## src/rtl/seq_match_ctrl_if.sv

```systemverilog
// Word-level handshake bundle for seq_match_ctrl: input word channel and
// match-count result channel, each with valid/ready.
interface seq_match_ctrl_if #(
  parameter int WIDTH = 8,
  parameter int CNT_W = 4
);
  logic             in_valid;
  logic             in_ready;
  logic [WIDTH-1:0] in_data;
  logic             out_valid;
  logic             out_ready;
  logic [CNT_W-1:0] match_count;

  modport master (
    output in_valid, in_data, out_ready,
    input  in_ready, out_valid, match_count
  );

  modport slave (
    input  in_valid, in_data, out_ready,
    output in_ready, out_valid, match_count
  );
endinterface

```

## src/rtl/seq_match_ctrl.sv

```systemverilog
// Serialises an accepted word LSB-first into a one-hot "last two inputs equal"
// detector (A..E, z = C|E) and returns the number of z assertions.
module seq_match_ctrl #(
  parameter int WIDTH = 8,
  parameter int CNT_W = 4
) (
  input  logic                 clk,
  input  logic                 reset,
  seq_match_ctrl_if.slave      bus,
  output logic                 busy,
  output logic                 z_mon,
  output logic [4:0]           det_state
);

  localparam int IDX_W = (WIDTH > 1) ? $clog2(WIDTH) : 1;
  localparam logic [IDX_W-1:0] LAST_IDX = IDX_W'(WIDTH - 1);
  localparam logic [4:0] DET_A = 5'b00001;

  typedef enum logic [1:0] {
    IDLE  = 2'd0,
    SHIFT = 2'd1,
    DONE  = 2'd2
  } ctrl_state_t;

  ctrl_state_t      state_r,     state_nxt_s;
  logic [WIDTH-1:0] shreg_r,     shreg_nxt_s;
  logic [IDX_W-1:0] bidx_r,      bidx_nxt_s;
  logic [4:0]       det_r,       det_nxt_s;
  logic [CNT_W-1:0] cnt_r,       cnt_nxt_s;
  logic             z_r,         z_nxt_s;
  logic             in_ready_r,  in_ready_nxt_s;
  logic             out_valid_r, out_valid_nxt_s;
  logic             busy_r,      busy_nxt_s;
  logic [4:0]       step_s;

  // One detector step; state vector is {E,D,C,B,A}, A is never re-entered.
  function automatic logic [4:0] det_step(input logic [4:0] s, input logic w);
    logic [4:0] n;
    n[0] = 1'b0;
    n[1] = ~w & (s[0] | s[3] | s[4]);
    n[2] = ~w & (s[1] | s[2]);
    n[3] =  w & (s[0] | s[1] | s[2]);
    n[4] =  w & (s[3] | s[4]);
    return n;
  endfunction

  // Next-state and next-output logic for controller, detector and counter.
  always_comb begin
    state_nxt_s     = state_r;
    shreg_nxt_s     = shreg_r;
    bidx_nxt_s      = bidx_r;
    det_nxt_s       = det_r;
    cnt_nxt_s       = cnt_r;
    z_nxt_s         = z_r;
    in_ready_nxt_s  = in_ready_r;
    out_valid_nxt_s = out_valid_r;
    busy_nxt_s      = busy_r;
    step_s          = det_step(det_r, shreg_r[0]);

    case (state_r)
      IDLE: begin
        if (bus.in_valid && in_ready_r) begin
          shreg_nxt_s    = bus.in_data;
          bidx_nxt_s     = {IDX_W{1'b0}};
          det_nxt_s      = DET_A;
          cnt_nxt_s      = {CNT_W{1'b0}};
          z_nxt_s        = 1'b0;
          in_ready_nxt_s = 1'b0;
          busy_nxt_s     = 1'b1;
          state_nxt_s    = SHIFT;
        end else begin
          in_ready_nxt_s = 1'b1;
          busy_nxt_s     = 1'b0;
        end
      end

      SHIFT: begin
        shreg_nxt_s = shreg_r >> 1;
        bidx_nxt_s  = bidx_r + IDX_W'(1);
        det_nxt_s   = step_s;
        z_nxt_s     = step_s[2] | step_s[4];
        // Count saturates rather than wrapping if CNT_W is undersized.
        if ((step_s[2] | step_s[4]) && (cnt_r != {CNT_W{1'b1}})) begin
          cnt_nxt_s = cnt_r + CNT_W'(1);
        end else begin
          cnt_nxt_s = cnt_r;
        end
        if (bidx_r == LAST_IDX) begin
          busy_nxt_s      = 1'b0;
          out_valid_nxt_s = 1'b1;
          state_nxt_s     = DONE;
        end else begin
          busy_nxt_s      = 1'b1;
        end
      end

      DONE: begin
        if (out_valid_r && bus.out_ready) begin
          out_valid_nxt_s = 1'b0;
          in_ready_nxt_s  = 1'b1;
          state_nxt_s     = IDLE;
        end else begin
          out_valid_nxt_s = 1'b1;
        end
      end

      default: begin
        state_nxt_s     = IDLE;
        shreg_nxt_s     = {WIDTH{1'b0}};
        bidx_nxt_s      = {IDX_W{1'b0}};
        det_nxt_s       = DET_A;
        cnt_nxt_s       = {CNT_W{1'b0}};
        z_nxt_s         = 1'b0;
        in_ready_nxt_s  = 1'b1;
        out_valid_nxt_s = 1'b0;
        busy_nxt_s      = 1'b0;
      end
    endcase
  end

  // State and output registers; reset aborts any word in flight.
  always_ff @(posedge clk or negedge reset) begin
    if (!reset) begin
      state_r     <= IDLE;
      shreg_r     <= {WIDTH{1'b0}};
      bidx_r      <= {IDX_W{1'b0}};
      det_r       <= DET_A;
      cnt_r       <= {CNT_W{1'b0}};
      z_r         <= 1'b0;
      in_ready_r  <= 1'b1;
      out_valid_r <= 1'b0;
      busy_r      <= 1'b0;
    end else begin
      state_r     <= state_nxt_s;
      shreg_r     <= shreg_nxt_s;
      bidx_r      <= bidx_nxt_s;
      det_r       <= det_nxt_s;
      cnt_r       <= cnt_nxt_s;
      z_r         <= z_nxt_s;
      in_ready_r  <= in_ready_nxt_s;
      out_valid_r <= out_valid_nxt_s;
      busy_r      <= busy_nxt_s;
    end
  end

  assign bus.in_ready    = in_ready_r;
  assign bus.out_valid   = out_valid_r;
  assign bus.match_count = cnt_r;
  assign busy            = busy_r;
  assign z_mon           = z_r;
  assign det_state       = det_r;

endmodule

```

## src/flat_wrapper.sv

```systemverilog
// flat-port wrapper written by rule: the top's interface ports become plain ports
module seq_match_ctrl_flat 
#(
  parameter int WIDTH = 8,
  parameter int CNT_W = 4
)
  (clk, reset, busy, z_mon, det_state, bus_in_valid, bus_in_data, bus_out_ready, bus_in_ready, bus_out_valid, bus_match_count);
  seq_match_ctrl_if #(.WIDTH(WIDTH), .CNT_W(CNT_W)) bus_i ();
  input  logic clk;
  input  logic reset;
  output logic busy;
  output logic z_mon;
  output logic [4:0] det_state;
  input wire logic [$bits(bus_i.in_valid)-1:0] bus_in_valid;
  input wire logic [$bits(bus_i.in_data)-1:0] bus_in_data;
  input wire logic [$bits(bus_i.out_ready)-1:0] bus_out_ready;
  output wire logic [$bits(bus_i.in_ready)-1:0] bus_in_ready;
  output wire logic [$bits(bus_i.out_valid)-1:0] bus_out_valid;
  output wire logic [$bits(bus_i.match_count)-1:0] bus_match_count;
  assign bus_i.in_valid = bus_in_valid;
  assign bus_i.in_data = bus_in_data;
  assign bus_i.out_ready = bus_out_ready;
  assign bus_in_ready = bus_i.in_ready;
  assign bus_out_valid = bus_i.out_valid;
  assign bus_match_count = bus_i.match_count;
  seq_match_ctrl #(.WIDTH(WIDTH), .CNT_W(CNT_W)) u_core (.clk(clk), .reset(reset), .bus(bus_i), .busy(busy), .z_mon(z_mon), .det_state(det_state));
endmodule
```

## config.mk

```make
export PLATFORM = sky130hd
export DESIGN_NAME = seq_match_ctrl_flat
export DESIGN_NICKNAME = d
export VERILOG_FILES = /design/src/rtl/seq_match_ctrl_if.sv /design/src/rtl/seq_match_ctrl.sv /design/src/flat_wrapper.sv
export SDC_FILE = /design/constraint.sdc
export NUM_CORES = 1
export LEC_CHECK = 0
export BUFFER_PORTS_ARGS = -buffer_cell sky130_fd_sc_hd__buf_2
export CAP_MARGIN = 40
export CORE_AREA = 2 2 70 45
export CTS_CLUSTER_SIZE = 30
export DETAILED_ROUTE_END_ITERATION = 10
export DIE_AREA = 0 0 72 47
export MAX_ROUTING_LAYER = met4
export PLACE_DENSITY = 0.82
export SYNTH_ARGS = -nofsm -noshare
export SYNTH_HDL_FRONTEND = slang
export SYNTH_SLANG_ARGS = --single-unit
```

## constraint.sdc

```tcl
create_clock -name clk -period 1.7 [get_ports clk]
set_input_delay 0.34 -clock clk [delete_from_list [all_inputs] [get_ports clk]]
set_output_delay 0.34 -clock clk [all_outputs]
set_load 0.01 [all_outputs]
```

Yosys cells after proc, flatten, opt, wreduce, memory -nomap -nowiden. Index checks and enable logic that the tools add are counted.

Add/sub/neg operators: 2. Eq/ne operators: 8. Multiplexer cells: 24. Bitwise operators: 15. Reduce and logical (&&, ||, !) cells: 9.

Operators with widths (count): case mux 8 bit (3 select lines) (1); case mux 5 bit (3 select lines) (1); case mux 1 bit (3 select lines) (4); case mux 4 bit (3 select lines) (1); case mux 3 bit (3 select lines) (1); two-way mux 4 bit (2); two-way mux 8 bit (1); != test 2 x 1 -> 1 bit (second input constant) (4); two-way mux 1 bit (7); bitwise OR 1 bit (7); two-way mux 2 bit (3); case mux 2 bit (3 select lines) (1); AND reduction 2 bit (3); AND reduction 3 bit (2); two-way mux 5 bit (1); adder 4 x 1 -> 4 bit (second input constant) (1); AND 1 bit (4); != test 4 bit (second input constant) (1); NOT 1 bit (4); adder 3 x 1 -> 3 bit (second input constant) (1); == test 3 bit (second input constant) (1); logical AND 1 bit (3); two-way mux 3 bit (1); == test 2 x 1 -> 1 bit (second input constant) (1); 2 further kinds (2).

Register bits: 26. Input port bits: 12. Output and inout bits: 13. Logic and storage cells: 67.

Logic depth before layout (Yosys ltp). Gate-level depths: netlist of run 1.

Depth after elaboration: 6. Depth in mapped cells: 7. Gate-level depth less buffers: 6.

Least setup slack after synthesis of run 1. No wires, ideal clock.

Kind: register to register. Start point: register u_core.state_r[0]. End point: register u_core.shreg_r[1]. Setup time: 0.126 ns. Data arrival time: 1.335 ns. Required time: 1.574 ns. Slack: 0.239 ns. Cell stages (with the launch flop): 7. Path buffers: 2. Clock period less this slack: 1.461 ns. Path through: dfrtp_1 inv_1 ha_1 clkbuf_2 a21o_1 buf_6 a221o_1.

Word-level cells in the longest chain between the ends: 3. Elaborated cells on any way between the ends: 7. Classes of those cells: eq/ne: 3; mux: 1; bitwise: 1; reduce/logical: 2.

RTL lines: from (decl) (line seq_match_ctrl.sv:25) `ctrl_state_t state_r, state_nxt_s;`; from (signal assigned) (line seq_match_ctrl.sv:134) `state_r <= state_nxt_s;`; logical NOT 2 bit / == test 2 bit (equally long branches) (line seq_match_ctrl.sv:60) `case (state_r)`; != test 2 x 1 -> 1 bit (no line) / NOT 1 bit (equally long branches); AND reduction 2 bit (no line); to (signal assigned) (line seq_match_ctrl.sv:125) `shreg_r <= {WIDTH{1'b0}};`; to (signal assigned) (line seq_match_ctrl.sv:135) `shreg_r <= shreg_nxt_s;`; to (decl) (line seq_match_ctrl.sv:26) `logic [WIDTH-1:0] shreg_r, shreg_nxt_s;`.

Parallel ways exist; a longest one is shown, timed or not. A chain may end at the register's enable or synchronous reset.

Worst setup path after layout of run 1.
Start point: register u_core.state_r[0]. End point: register u_core.shreg_r[4].

The elaborated chain is that of the path after synthesis.

==> results of run 1 <==
## cells in the mapped netlist, types with 2 or more instances
cell type	number	area share [%]
sky130_fd_sc_hd__a21o_1	3	1.7
sky130_fd_sc_hd__a21oi_1	11	4.2
sky130_fd_sc_hd__a221o_1	7	5.3
sky130_fd_sc_hd__a31oi_1	2	0.95
sky130_fd_sc_hd__and3_1	7	3.3
sky130_fd_sc_hd__buf_2	3	1.1
sky130_fd_sc_hd__dfrtp_1	24	45
sky130_fd_sc_hd__dfstp_2	2	4.0
sky130_fd_sc_hd__ha_1	6	5.7
sky130_fd_sc_hd__inv_1	3	0.85
sky130_fd_sc_hd__nand2_1	16	4.5
sky130_fd_sc_hd__nand3_1	5	1.9
sky130_fd_sc_hd__nor2_1	5	1.4
sky130_fd_sc_hd__nor3_1	4	1.5
sky130_fd_sc_hd__nor3_2	2	1.5
sky130_fd_sc_hd__o211ai_1	2	1.1
sky130_fd_sc_hd__o21ai_0	2	0.76
sky130_fd_sc_hd__o31ai_1	2	1.1
## routing by layer
metal	vias up	routed length, microns
met5	-	0
met3	5	222
met4	0	21
met2	54	1280
li1	519	-
met1	534	1480
## sequential cells by signal, indices dropped and copies added, names as in the netlist
signal,count
u_core.z_mon,1
u_core.bus.match_count,4
u_core.bus.out_valid,1
u_core.busy,1
u_core.bidx_r,3
u_core.det_state,5
u_core.state_r,2
u_core.shreg_r,8
u_core.bus.in_ready,1
## layout make-up
cell class / count / share of cell area [%]
repair buffers: 33 / 11.8
clock inverters: 1 / 1.88
clock buffers: 3 / 2.59
inverters: 3 / 0.706
flip-flops and latches: 26 / 41.0
multi-input cells: 90 / 39.4
well taps: 34 / 2.67
## worst min path at each step
stage | end | cells past startpoint | start
floorplan | u_core.bidx_r[0] | 0 | reset
global placement | u_core.bus.match_count[1] | 1 | reset
detailed placement | u_core.bus.match_count[3] | 1 | reset
CTS | u_core.bus.match_count[3] | 1 | reset
global route | u_core.bus.match_count[3] | 1 | reset
finish | u_core.bus.match_count[3] | 1 | reset
## cells in the final DEF (no fill, tap or decap), types with 3 or more instances in the layout
master,netlist,layout
sky130_fd_sc_hd__buf_2,3,24
sky130_fd_sc_hd__dfrtp_1,24,24
sky130_fd_sc_hd__nand2_1,16,16
sky130_fd_sc_hd__a21oi_1,11,11
sky130_fd_sc_hd__buf_4,1,9
sky130_fd_sc_hd__and3_1,7,7
sky130_fd_sc_hd__a221o_1,7,7
sky130_fd_sc_hd__nand3_1,5,5
sky130_fd_sc_hd__nor2_1,5,4
sky130_fd_sc_hd__nor3_1,4,4
sky130_fd_sc_hd__ha_1,6,4
sky130_fd_sc_hd__inv_1,3,3
sky130_fd_sc_hd__a21o_1,3,3
sky130_fd_sc_hd__clkbuf_8,0,3
## report_power, final
part	leakage, nW	total (mW)	switching [mW]	internal [mW]
registers	0.335	1.06	0.204	0.860
clock network	0.0357	0.521	0.206	0.315
logic	0.425	1.31	0.719	0.591
total	0.796	2.89	1.13	1.77
## stage by stage
step	instances	setup slack, ns	hold slack (ns)	area [sq um]
global route	190	-0.00539	0.0796	1590
detailed placement	181	0.0610	0.372	1480
floorplan	125	0.239	0.0444	1320
finish	190	0.0518	0.0446	1590
global placement	181	0.126	0.365	1480
CTS	185	0.0485	0.0648	1550
## what timing repair did
item,4_1_cts,5_1_grt
hold endpoints to repair,0,0
setup endpoints to repair,0,9
gates resized for setup,0,3
setup buffers,0,5
## cells by family (layout without fill, tap and decap cells)
group	Yosys count	count (layout)	synth area share (%)
adder cells (fa/ha/maj)	6	6	5.67
AND/OR/NAND/NOR	48	48	19.9
AO/OA/AOI/OAI	34	34	19.7
buffers and inverters	9	40	3.78
flip-flops	26	26	49.3
multiplexers	2	2	1.61
==> impl_metrics.xml, run 1 <==
<?xml version="1.0" encoding="UTF-8"?>
<metrics>
  <group name="final_layout">
    <metric name="design.final.nets" unit="">175</metric>
    <metric name="area_growth_syn_to_layout" unit="%">20.4</metric>
    <metric name="multiInputGateArea" unit="sq um">628</metric>
    <metric name="final-seq-area" unit="sq um">653</metric>
    <metric name="diodes" unit="">0</metric>
    <metric name="post_route_cells_drive_above_1_share" unit="%">32.1</metric>
    <metric name="num-fill-cells" unit="">229</metric>
    <metric name="finish.utilization" unit="%">57.8</metric>
  </group>
  <group name="timing">
    <metric name="period_needed" unit="ns">1.65</metric>
    <metric name="relSlewSlack" unit="%">61.0</metric>
    <metric name="maxSlewViolCount" unit="">0</metric>
    <metric name="clock-skew-final" unit="ns">0.0115</metric>
    <metric name="layout_worst_path_cycle_share" unit="%">97.0</metric>
    <metric name="worst_pin_slew" unit="ns">0.585</metric>
    <metric name="setup_violations" unit="">0</metric>
    <metric name="max_clock_freq" unit="GHz">0.607</metric>
    <metric name="timing.final.hold_violations" unit="">0</metric>
    <metric name="fin_setup_tns" unit="ns">0</metric>
  </group>
  <group name="logic_synthesis">
    <metric name="synth_enable_flop_cells" unit="">0</metric>
    <metric name="syn_nets" unit="">143</metric>
    <metric name="synthesis.instances" unit="">125</metric>
    <metric name="async_flop_share" unit="%">100</metric>
    <metric name="yosysSeqAreaShare" unit="%">49.3</metric>
    <metric name="postSynth.topFlopCell" unit="">sky130_fd_sc_hd__dfrtp_1</metric>
    <metric name="number_of_synthesized_register_bits" unit="">26</metric>
    <metric name="ys_types" unit="">37</metric>
    <metric name="average_cell_area_after_synthesis" unit="sq um">10.6</metric>
    <metric name="yosysWarnings" unit="">0</metric>
    <metric name="synthesis.area" unit="sq um">1320</metric>
  </group>
  <group name="routing">
    <metric name="routed_wire_length" unit="microns">3000</metric>
    <metric name="num_vias" unit="">1112</metric>
    <metric name="drc_errors" unit="">0</metric>
    <metric name="drt-wirelength-per-cell" unit="microns">15.8</metric>
    <metric name="detailedRoute.firstPassIterationCount" unit="">4</metric>
    <metric name="post_drt_antenna_nets" unit="">0</metric>
    <metric name="drt_iter0_markers" unit="">70</metric>
    <metric name="route.detailed.vias_per_inst" unit="">5.85</metric>
  </group>
  <group name="place">
    <metric name="buffer_ports.inserted" unit="">24</metric>
    <metric name="dp_hpwl" unit="microns">2010</metric>
    <metric name="weighted_congestion_at_the_end_of_routability_driven_global_placement" unit="">0.835</metric>
  </group>
  <group name="power">
    <metric name="power.density_cell_area" unit="nW/um^2">1820</metric>
    <metric name="max-vdd-ir-drop" unit="V">0.000873</metric>
    <metric name="leakagePower" unit="nW">0.796</metric>
    <metric name="report.power.total" unit="mW">2.89</metric>
  </group>
  <group name="cts">
    <metric name="cts_root_buf" unit="">sky130_fd_sc_hd__clkbuf_8</metric>
    <metric name="clock_pin_slew_of_the_registers_on_the_worst_case_setup_and_hold_paths" unit="ns">0.10</metric>
    <metric name="clock_latency" unit="ns">0.28</metric>
    <metric name="cts_made_buffers" unit="">3</metric>
    <metric name="cts_hold_buf" unit="">0</metric>
    <metric name="cts-root-to-sink-buffers" unit="">2</metric>
    <metric name="cts_htree_levels" unit="">1</metric>
    <metric name="tritoncts_clock_tree" unit="">built</metric>
    <metric name="clock_sinks" unit="">26</metric>
  </group>
  <group name="critical_path">
    <metric name="startpoint_type" unit="">flip-flop</metric>
    <metric name="setup.worst_path.end_class" unit="">flip-flop</metric>
    <metric name="rr_endpoint" unit="">u_core.shreg_r[4]</metric>
    <metric name="number_of_cells_on_the_critical_path" unit="">6</metric>
    <metric name="crit_family" unit="">flip-flops</metric>
    <metric name="setup.worst_path.start" unit="">u_core.state_r[0]</metric>
    <metric name="path_max_fanout" unit="">9</metric>
    <metric name="timing.reg2reg.setup_slack" unit="ns">0.05</metric>
    <metric name="critical_path_cell_list" unit="">inv_1, ha_2, a21oi_4, buf_4, and3_1, a221o_1</metric>
    <metric name="critical_path_class" unit="">flip-flop to flip-flop</metric>
    <metric name="critPathMaxStageDelay" unit="ns">0.40</metric>
    <metric name="reg2regPathDepth" unit="">6</metric>
    <metric name="worstPathRequired" unit="ns">1.86</metric>
    <metric name="cp_num_buf_inv" unit="">2</metric>
    <metric name="reg2reg_from" unit="">u_core.state_r[0]</metric>
    <metric name="critical_path.slowest_cell" unit="">sky130_fd_sc_hd__dfrtp_1</metric>
    <metric name="crit_end" unit="">u_core.shreg_r[4]</metric>
    <metric name="cp_data_arrival_time" unit="ns">1.81</metric>
  </group>
  <group name="global_routing">
    <metric name="grt_use_total" unit="%">19.0</metric>
    <metric name="global_route.usage.met2" unit="%">26.3</metric>
    <metric name="met1_usage" unit="%">28.0</metric>
    <metric name="grt_remaining_overflow" unit="">0</metric>
    <metric name="grt_max_degree" unit="">27</metric>
    <metric name="grt_use_met3" unit="%">5.36</metric>
    <metric name="first_global_vias" unit="">943</metric>
    <metric name="grt_antenna_before_repair" unit="">0</metric>
    <metric name="grt_first_pass_wirelength" unit="microns">4650</metric>
    <metric name="gr-max-usage-layer" unit="">met1</metric>
  </group>
  <group name="hold_path">
    <metric name="hold_path.class" unit="">primary input to async pin</metric>
  </group>
  <group name="floorplan">
    <metric name="placeableCoreArea" unit="sq um">2760</metric>
    <metric name="boundaryPins" unit="">25</metric>
    <metric name="rows" unit="">15</metric>
    <metric name="die_h" unit="microns">47</metric>
    <metric name="dieArea" unit="sq um">3380</metric>
    <metric name="chipWidth" unit="microns">72</metric>
    <metric name="initial_utilization" unit="%">48.0</metric>
  </group>
  <group name="outcome">
    <metric name="status" unit="">finished clean</metric>
  </group>
  <group name="flow_run">
    <metric name="max-cap-violations" unit="">0</metric>
  </group>
</metrics>
No activity file was read; power rests on OpenSTA's default activity.
==> inputs of run 2 (changes only) <==
--- a/config.mk
+++ b/config.mk
@@ -5,14 +5,14 @@
 export SDC_FILE = /design/constraint.sdc
 export NUM_CORES = 1
 export LEC_CHECK = 0
-export BUFFER_PORTS_ARGS = -buffer_cell sky130_fd_sc_hd__buf_2
 export CAP_MARGIN = 40
 export CORE_AREA = 2 2 70 45
 export CTS_CLUSTER_SIZE = 30
 export DETAILED_ROUTE_END_ITERATION = 10
 export DIE_AREA = 0 0 72 47
+export DONT_BUFFER_PORTS = 1
 export MAX_ROUTING_LAYER = met4
-export PLACE_DENSITY = 0.82
+export PLACE_DENSITY = 0.75
 export SYNTH_ARGS = -nofsm -noshare
 export SYNTH_HDL_FRONTEND = slang
 export SYNTH_SLANG_ARGS = --single-unit
==> impl_metrics.xml, run 2 (synthesis gave the netlist of run 1 again) <==
<?xml version="1.0" encoding="UTF-8"?>
<metrics>
  <group name="routing">
    <metric name="drt_iter0_markers" unit="">70</metric>
    <metric name="routed_wire_length" unit="microns">2760</metric>
    <metric name="num_vias" unit="">998</metric>
    <metric name="drt-wirelength-per-cell" unit="microns">16.7</metric>
    <metric name="detailedRoute.firstPassIterationCount" unit="">4</metric>
    <metric name="route.detailed.vias_per_inst" unit="">6.01</metric>
    <metric name="post_drt_antenna_nets" unit="">0</metric>
    <metric name="drc_errors" unit="">0</metric>
  </group>
  <group name="global_routing">
    <metric name="grt_max_degree" unit="">27</metric>
    <metric name="first_global_vias" unit="">940</metric>
    <metric name="grt_antenna_before_repair" unit="">0</metric>
    <metric name="grt_first_pass_wirelength" unit="microns">4380</metric>
    <metric name="grt_use_total" unit="%">18.2</metric>
    <metric name="grt_remaining_overflow" unit="">0</metric>
  </group>
  <group name="floorplan">
    <metric name="chipWidth" unit="microns">72</metric>
    <metric name="initial_utilization" unit="%">48.0</metric>
    <metric name="rows" unit="">15</metric>
    <metric name="die_h" unit="microns">47</metric>
    <metric name="placeableCoreArea" unit="sq um">2760</metric>
    <metric name="dieArea" unit="sq um">3380</metric>
    <metric name="boundaryPins" unit="">25</metric>
  </group>
  <group name="critical_path">
    <metric name="cp_data_arrival_time" unit="ns">1.77</metric>
    <metric name="crit_family" unit="">compound AO/OA/AOI/OAI gates</metric>
    <metric name="critical_path.slowest_cell" unit="">sky130_fd_sc_hd__dfrtp_1</metric>
    <metric name="setup.worst_path.end_class" unit="">flip-flop</metric>
    <metric name="startpoint_type" unit="">flip-flop</metric>
    <metric name="critical_path_cell_list" unit="">inv_1, ha_1, a21oi_4, a31oi_1, a311oi_1</metric>
    <metric name="path_max_fanout" unit="">15</metric>
    <metric name="critical_path_class" unit="">flip-flop to flip-flop</metric>
    <metric name="worstPathRequired" unit="ns">1.88</metric>
    <metric name="critPathMaxStageDelay" unit="ns">0.39</metric>
    <metric name="cp_num_buf_inv" unit="">1</metric>
  </group>
  <group name="power">
    <metric name="max-vdd-ir-drop" unit="V">0.000846</metric>
    <metric name="leakagePower" unit="nW">0.688</metric>
    <metric name="power.density_cell_area" unit="nW/um^2">1780</metric>
    <metric name="report.power.total" unit="mW">2.62</metric>
  </group>
  <group name="place">
    <metric name="dp_worst_setup_slack" unit="ns">0.00293</metric>
    <metric name="weighted_congestion_at_the_end_of_routability_driven_global_placement" unit="">0.841</metric>
    <metric name="buffer_ports.inserted" unit="">0</metric>
    <metric name="dp_hpwl" unit="microns">2020</metric>
  </group>
  <group name="final_layout">
    <metric name="post_route_cells_drive_above_1_share" unit="%">18.9</metric>
    <metric name="max_ffs_per_register" unit="">8</metric>
    <metric name="largest_register" unit="">u_core.shreg_r</metric>
    <metric name="layout.cells.most_common_list" unit="">24 x sky130_fd_sc_hd__dfrtp_1, 16 x sky130_fd_sc_hd__nand2_1, 11 x sky130_fd_sc_hd__a21oi_1</metric>
    <metric name="multiInputGateArea" unit="sq um">627</metric>
    <metric name="num-fill-cells" unit="">245</metric>
    <metric name="final_common_cell" unit="">sky130_fd_sc_hd__dfrtp_1</metric>
    <metric name="final-seq-area" unit="sq um">653</metric>
    <metric name="diodes" unit="">0</metric>
    <metric name="area_growth_syn_to_layout" unit="%">11.2</metric>
    <metric name="finish.utilization" unit="%">53.3</metric>
    <metric name="design.final.nets" unit="">151</metric>
  </group>
  <group name="timing">
    <metric name="period_needed" unit="ns">1.59</metric>
    <metric name="relSlewSlack" unit="%">74.2</metric>
    <metric name="clock-skew-final" unit="ns">0.00338</metric>
    <metric name="rsz0062_at_grt" unit="">true</metric>
    <metric name="timing.final.ws_setup" unit="ns">0.114</metric>
    <metric name="worst_hold_margin" unit="ns">0.208</metric>
    <metric name="fin_setup_tns" unit="ns">0</metric>
    <metric name="layout_worst_path_cycle_share" unit="%">93.3</metric>
    <metric name="timing.final.hold_violations" unit="">0</metric>
    <metric name="max_clock_freq" unit="GHz">0.630</metric>
    <metric name="maxSlewViolCount" unit="">0</metric>
    <metric name="worst_pin_slew" unit="ns">0.387</metric>
    <metric name="setup_violations" unit="">0</metric>
  </group>
  <group name="cts">
    <metric name="clock_sinks" unit="">26</metric>
    <metric name="cts_made_buffers" unit="">3</metric>
    <metric name="cts-root-to-sink-buffers" unit="">2</metric>
    <metric name="clock_pin_slew_of_the_registers_on_the_worst_case_setup_and_hold_paths" unit="ns">0.09</metric>
    <metric name="tritoncts_clock_tree" unit="">built</metric>
    <metric name="cts_root_buf" unit="">sky130_fd_sc_hd__clkbuf_8</metric>
    <metric name="clock_latency" unit="ns">0.27</metric>
    <metric name="cts_htree_levels" unit="">1</metric>
  </group>
  <group name="outcome">
    <metric name="status" unit="">finished clean</metric>
  </group>
  <group name="hold_path">
    <metric name="hold_path.class" unit="">primary input to flip-flop</metric>
  </group>
  <group name="flow_run">
    <metric name="max-cap-violations" unit="">0</metric>
  </group>
</metrics>
-- run 2: final cells by class --
class                      instances  share of cell area, %
timing repair buffer               9                   5.61
sequential                        26                   44.4
tap                               34                   2.89
multi-input combinational         90                   42.6
clock buffer                       4                   3.74
inverter                           3                  0.765
-- run 2: metal layers --
metal  vias to the layer above  GRT usage [%]  part of all wire [%]
met2                        36           27.6                    43
met4                         0           6.79                   1.2
met5                         -              -                     0
met3                         4           6.44                   7.7
li1                        474              -                     -
met1                       484           22.8                    48
-- run 2: stage by stage --
stage	cells	instance area, sq um
2_1_floorplan	125	1320
3_3_place_gp	159	1370
3_5_place_dp	159	1370
4_1_cts	165	1460
5_1_grt	166	1470
6_report	166	1470
-- run 2: repair_timing --
item,4_1_cts,5_1_grt
endpoints found under the hold margin,26,0
gates resized for setup,1,2
hold buffers,2,0
endpoints found under the setup margin,1,11
buffers inserted,0,1
pin swaps,0,0
-- run 2: final timing paths --
kind | start | cells past startpoint | to | slack [ns]
hold / removal | bus_in_data[0] | 1 | u_core.shreg_r[0] | 0.21
setup reg to reg | u_core.state_r[1] | 5 | u_core.bus.match_count[2] | 0.11
min in group asynchronous | reset | 2 | u_core.bus.out_valid | 0.49
hold reg to reg | u_core.bidx_r[2] | 2 | u_core.bidx_r[2] | 0.49
setup / recovery | u_core.state_r[1] | 5 | u_core.bus.match_count[2] | 0.11
max in group asynchronous | reset | 2 | u_core.bus.in_ready | 0.98
-- run 2: worst reg2reg max path: stages, from the launching register on --
cell                       delay [ns]
sky130_fd_sc_hd__dfrtp_1         0.39
sky130_fd_sc_hd__inv_1           0.08
sky130_fd_sc_hd__ha_1            0.26
sky130_fd_sc_hd__a21oi_4         0.37
sky130_fd_sc_hd__a31oi_1         0.15
sky130_fd_sc_hd__a311oi_1        0.24
-- run 2: report_power, final --
part | internal, mW | switching [mW]
Sequential | 0.859 | 0.246
Combinational | 0.500 | 0.621
Clock | 0.207 | 0.188
==> inputs of run 3 (changes only) <==
--- a/config.mk
+++ b/config.mk
@@ -5,14 +5,16 @@
 export SDC_FILE = /design/constraint.sdc
 export NUM_CORES = 1
 export LEC_CHECK = 0
-export CAP_MARGIN = 40
+export CAP_MARGIN = 20
 export CORE_AREA = 2 2 70 45
 export CTS_CLUSTER_SIZE = 30
 export DETAILED_ROUTE_END_ITERATION = 10
 export DIE_AREA = 0 0 72 47
 export DONT_BUFFER_PORTS = 1
+export HOLD_SLACK_MARGIN = 0.06
 export MAX_ROUTING_LAYER = met4
 export PLACE_DENSITY = 0.75
+export RECOVER_POWER = 100
 export SYNTH_ARGS = -nofsm -noshare
 export SYNTH_HDL_FRONTEND = slang
 export SYNTH_SLANG_ARGS = --single-unit
==> impl_metrics.xml, run 3 (synthesis gave the netlist of run 1 again) <==
<?xml version="1.0" encoding="UTF-8"?>
<metrics>
  <group name="global_routing">
    <metric name="grt_first_pass_wirelength" unit="microns">4380</metric>
    <metric name="grt_remaining_overflow" unit="">0</metric>
    <metric name="grt_antenna_before_repair" unit="">0</metric>
    <metric name="grt_use_total" unit="%">18.2</metric>
    <metric name="first_global_vias" unit="">940</metric>
    <metric name="grt_max_degree" unit="">27</metric>
  </group>
  <group name="place">
    <metric name="place_inst" unit="">159</metric>
    <metric name="buffer_ports.inserted" unit="">0</metric>
    <metric name="weighted_congestion_at_the_end_of_routability_driven_global_placement" unit="">0.841</metric>
    <metric name="dp_worst_setup_slack" unit="ns">0.00293</metric>
    <metric name="dp_hpwl" unit="microns">2020</metric>
  </group>
  <group name="floorplan">
    <metric name="die_h" unit="microns">47</metric>
    <metric name="boundaryPins" unit="">25</metric>
    <metric name="dieArea" unit="sq um">3380</metric>
    <metric name="chipWidth" unit="microns">72</metric>
    <metric name="initial_utilization" unit="%">48.0</metric>
    <metric name="placeableCoreArea" unit="sq um">2760</metric>
    <metric name="rows" unit="">15</metric>
  </group>
  <group name="critical_path">
    <metric name="reg2reg_from" unit="">u_core.state_r[1]</metric>
    <metric name="startpoint_type" unit="">flip-flop</metric>
    <metric name="path_max_fanout" unit="">15</metric>
    <metric name="timing.reg2reg.setup_slack" unit="ns">0.11</metric>
    <metric name="worstPathRequired" unit="ns">1.88</metric>
    <metric name="critical_path_class" unit="">flip-flop to flip-flop</metric>
    <metric name="cp_data_arrival_time" unit="ns">1.77</metric>
    <metric name="reg2regPathDepth" unit="">5</metric>
    <metric name="setup.worst_path.start" unit="">u_core.state_r[1]</metric>
    <metric name="setup.worst_path.end_class" unit="">flip-flop</metric>
  </group>
  <group name="routing">
    <metric name="detailedRoute.firstPassIterationCount" unit="">4</metric>
    <metric name="route.detailed.vias_per_inst" unit="">5.98</metric>
    <metric name="num_vias" unit="">993</metric>
    <metric name="drt-wirelength-per-cell" unit="microns">16.7</metric>
    <metric name="drc_errors" unit="">0</metric>
    <metric name="post_drt_antenna_nets" unit="">0</metric>
    <metric name="drt_iter0_markers" unit="">67</metric>
    <metric name="routed_wire_length" unit="microns">2770</metric>
  </group>
  <group name="timing">
    <metric name="timing.final.hold_violations" unit="">0</metric>
    <metric name="rsz0062_at_grt" unit="">true</metric>
    <metric name="max_clock_freq" unit="GHz">0.630</metric>
    <metric name="clock-skew-final" unit="ns">0.00343</metric>
    <metric name="setup_violations" unit="">0</metric>
    <metric name="period_needed" unit="ns">1.59</metric>
    <metric name="relSlewSlack" unit="%">57.2</metric>
    <metric name="layout_worst_path_cycle_share" unit="%">93.3</metric>
    <metric name="worst_pin_slew" unit="ns">0.642</metric>
    <metric name="maxSlewViolCount" unit="">0</metric>
    <metric name="timing.final.ws_setup" unit="ns">0.114</metric>
  </group>
  <group name="final_layout">
    <metric name="max_ffs_per_register" unit="">8</metric>
    <metric name="design.final.nets" unit="">151</metric>
    <metric name="final_common_cell" unit="">sky130_fd_sc_hd__dfrtp_1</metric>
    <metric name="area_growth_syn_to_layout" unit="%">10.0</metric>
    <metric name="diodes" unit="">0</metric>
    <metric name="layout.cells.most_common_list" unit="">24 x sky130_fd_sc_hd__dfrtp_1, 16 x sky130_fd_sc_hd__nand2_1, 11 x sky130_fd_sc_hd__a21oi_1</metric>
    <metric name="final-instance-count-excl-fill" unit="">166</metric>
    <metric name="finish.utilization" unit="%">52.8</metric>
    <metric name="largest_register" unit="">u_core.shreg_r</metric>
    <metric name="post_route_cells_drive_above_1_share" unit="%">18.9</metric>
  </group>
  <group name="cts">
    <metric name="cts_htree_levels" unit="">1</metric>
    <metric name="cts_made_buffers" unit="">3</metric>
    <metric name="clock_pin_slew_of_the_registers_on_the_worst_case_setup_and_hold_paths" unit="ns">0.09</metric>
    <metric name="tritoncts_clock_tree" unit="">built</metric>
    <metric name="cts-root-to-sink-buffers" unit="">2</metric>
    <metric name="clock_latency" unit="ns">0.27</metric>
    <metric name="cts_root_buf" unit="">sky130_fd_sc_hd__clkbuf_8</metric>
    <metric name="clock_sinks" unit="">26</metric>
  </group>
  <group name="power">
    <metric name="max-vdd-ir-drop" unit="V">0.000846</metric>
    <metric name="power.density_cell_area" unit="nW/um^2">1800</metric>
    <metric name="leakagePower" unit="nW">0.682</metric>
    <metric name="report.power.total" unit="mW">2.62</metric>
  </group>
  <group name="hold_path">
    <metric name="hold_path_startpoint" unit="">bus_in_data[0]</metric>
    <metric name="hold_depth" unit="">1</metric>
    <metric name="hold_path.class" unit="">primary input to flip-flop</metric>
  </group>
  <group name="flow_run">
    <metric name="max-cap-violations" unit="">0</metric>
  </group>
  <group name="outcome">
    <metric name="status" unit="">finished clean</metric>
  </group>
</metrics>
[run 3: cell count changes in the layout (fill, tap and decap cells not counted)]
cell                       change
sky130_fd_sc_hd__buf_12        -1
sky130_fd_sc_hd__clkbuf_2      +1
[run 3: metal layers]
| metal | part of all wire, % | GRT usage (%) | up-vias |
|---|---|---|---|
| met4 | 1.2 | 6.79 | 0 |
| met3 | 7.4 | 6.44 | 4 |
| met1 | 48 | 22.8 | 480 |
| met5 | 0 | - | - |
| li1 | - | - | 473 |
| met2 | 44 | 27.6 | 36 |
[run 3: where the power goes]
group / leakage [nW] / internal (mW) / total (mW) / switching, mW
Clock: 0.0288 / 0.207 / 0.395 / 0.188
Combinational: 0.318 / 0.496 / 1.12 / 0.621
Sequential: 0.335 / 0.859 / 1.10 / 0.246
[run 3: timing repair]
item / CTS / global route
setup buffers: 0 / 1
hold buffers: 2 / 0
hold endpoints to repair: 26 / 0
resized for setup: 1 / 2
endpoints found under the setup margin: 1 / 11
gates cloned: 0 / 0
[run 3: worst paths after layout]
path                                        endpoint
max in group asynchronous           u_core.bidx_r[2]
setup reg to reg           u_core.bus.match_count[2]
hold reg to reg                     u_core.bidx_r[2]
min in group asynchronous       u_core.bus.out_valid
setup / recovery           u_core.bus.match_count[2]
hold / removal                     u_core.shreg_r[0]
[run 3: final cells by class]
class,instances,area (sq um)
flip-flops and latches,26,653
inverters,3,11.3
well taps,34,42.5
clock buffers,4,55.1
fillers,247,1300
multi-input cells,90,627
repair buffers,9,67.6
[run 3: worst max-delay path, stage by stage (launching register included)]
cell and delay [ns]:
sky130_fd_sc_hd__dfrtp_1 0.39, sky130_fd_sc_hd__inv_1 0.08, sky130_fd_sc_hd__ha_1 0.26, sky130_fd_sc_hd__a21oi_4 0.37
sky130_fd_sc_hd__a31oi_1 0.15, sky130_fd_sc_hd__a311oi_1 0.24
[run 3: through the flow]
stage          hold WS (ns)  cell area, sq um  setup TNS (ns)
2_1_floorplan        0.0444              1320               0
3_3_place_gp         0.0450              1370               0
3_5_place_dp         0.0450              1370               0
4_1_cts               0.204              1460               0
5_1_grt               0.202              1460         -0.0164
6_report              0.209              1460               0
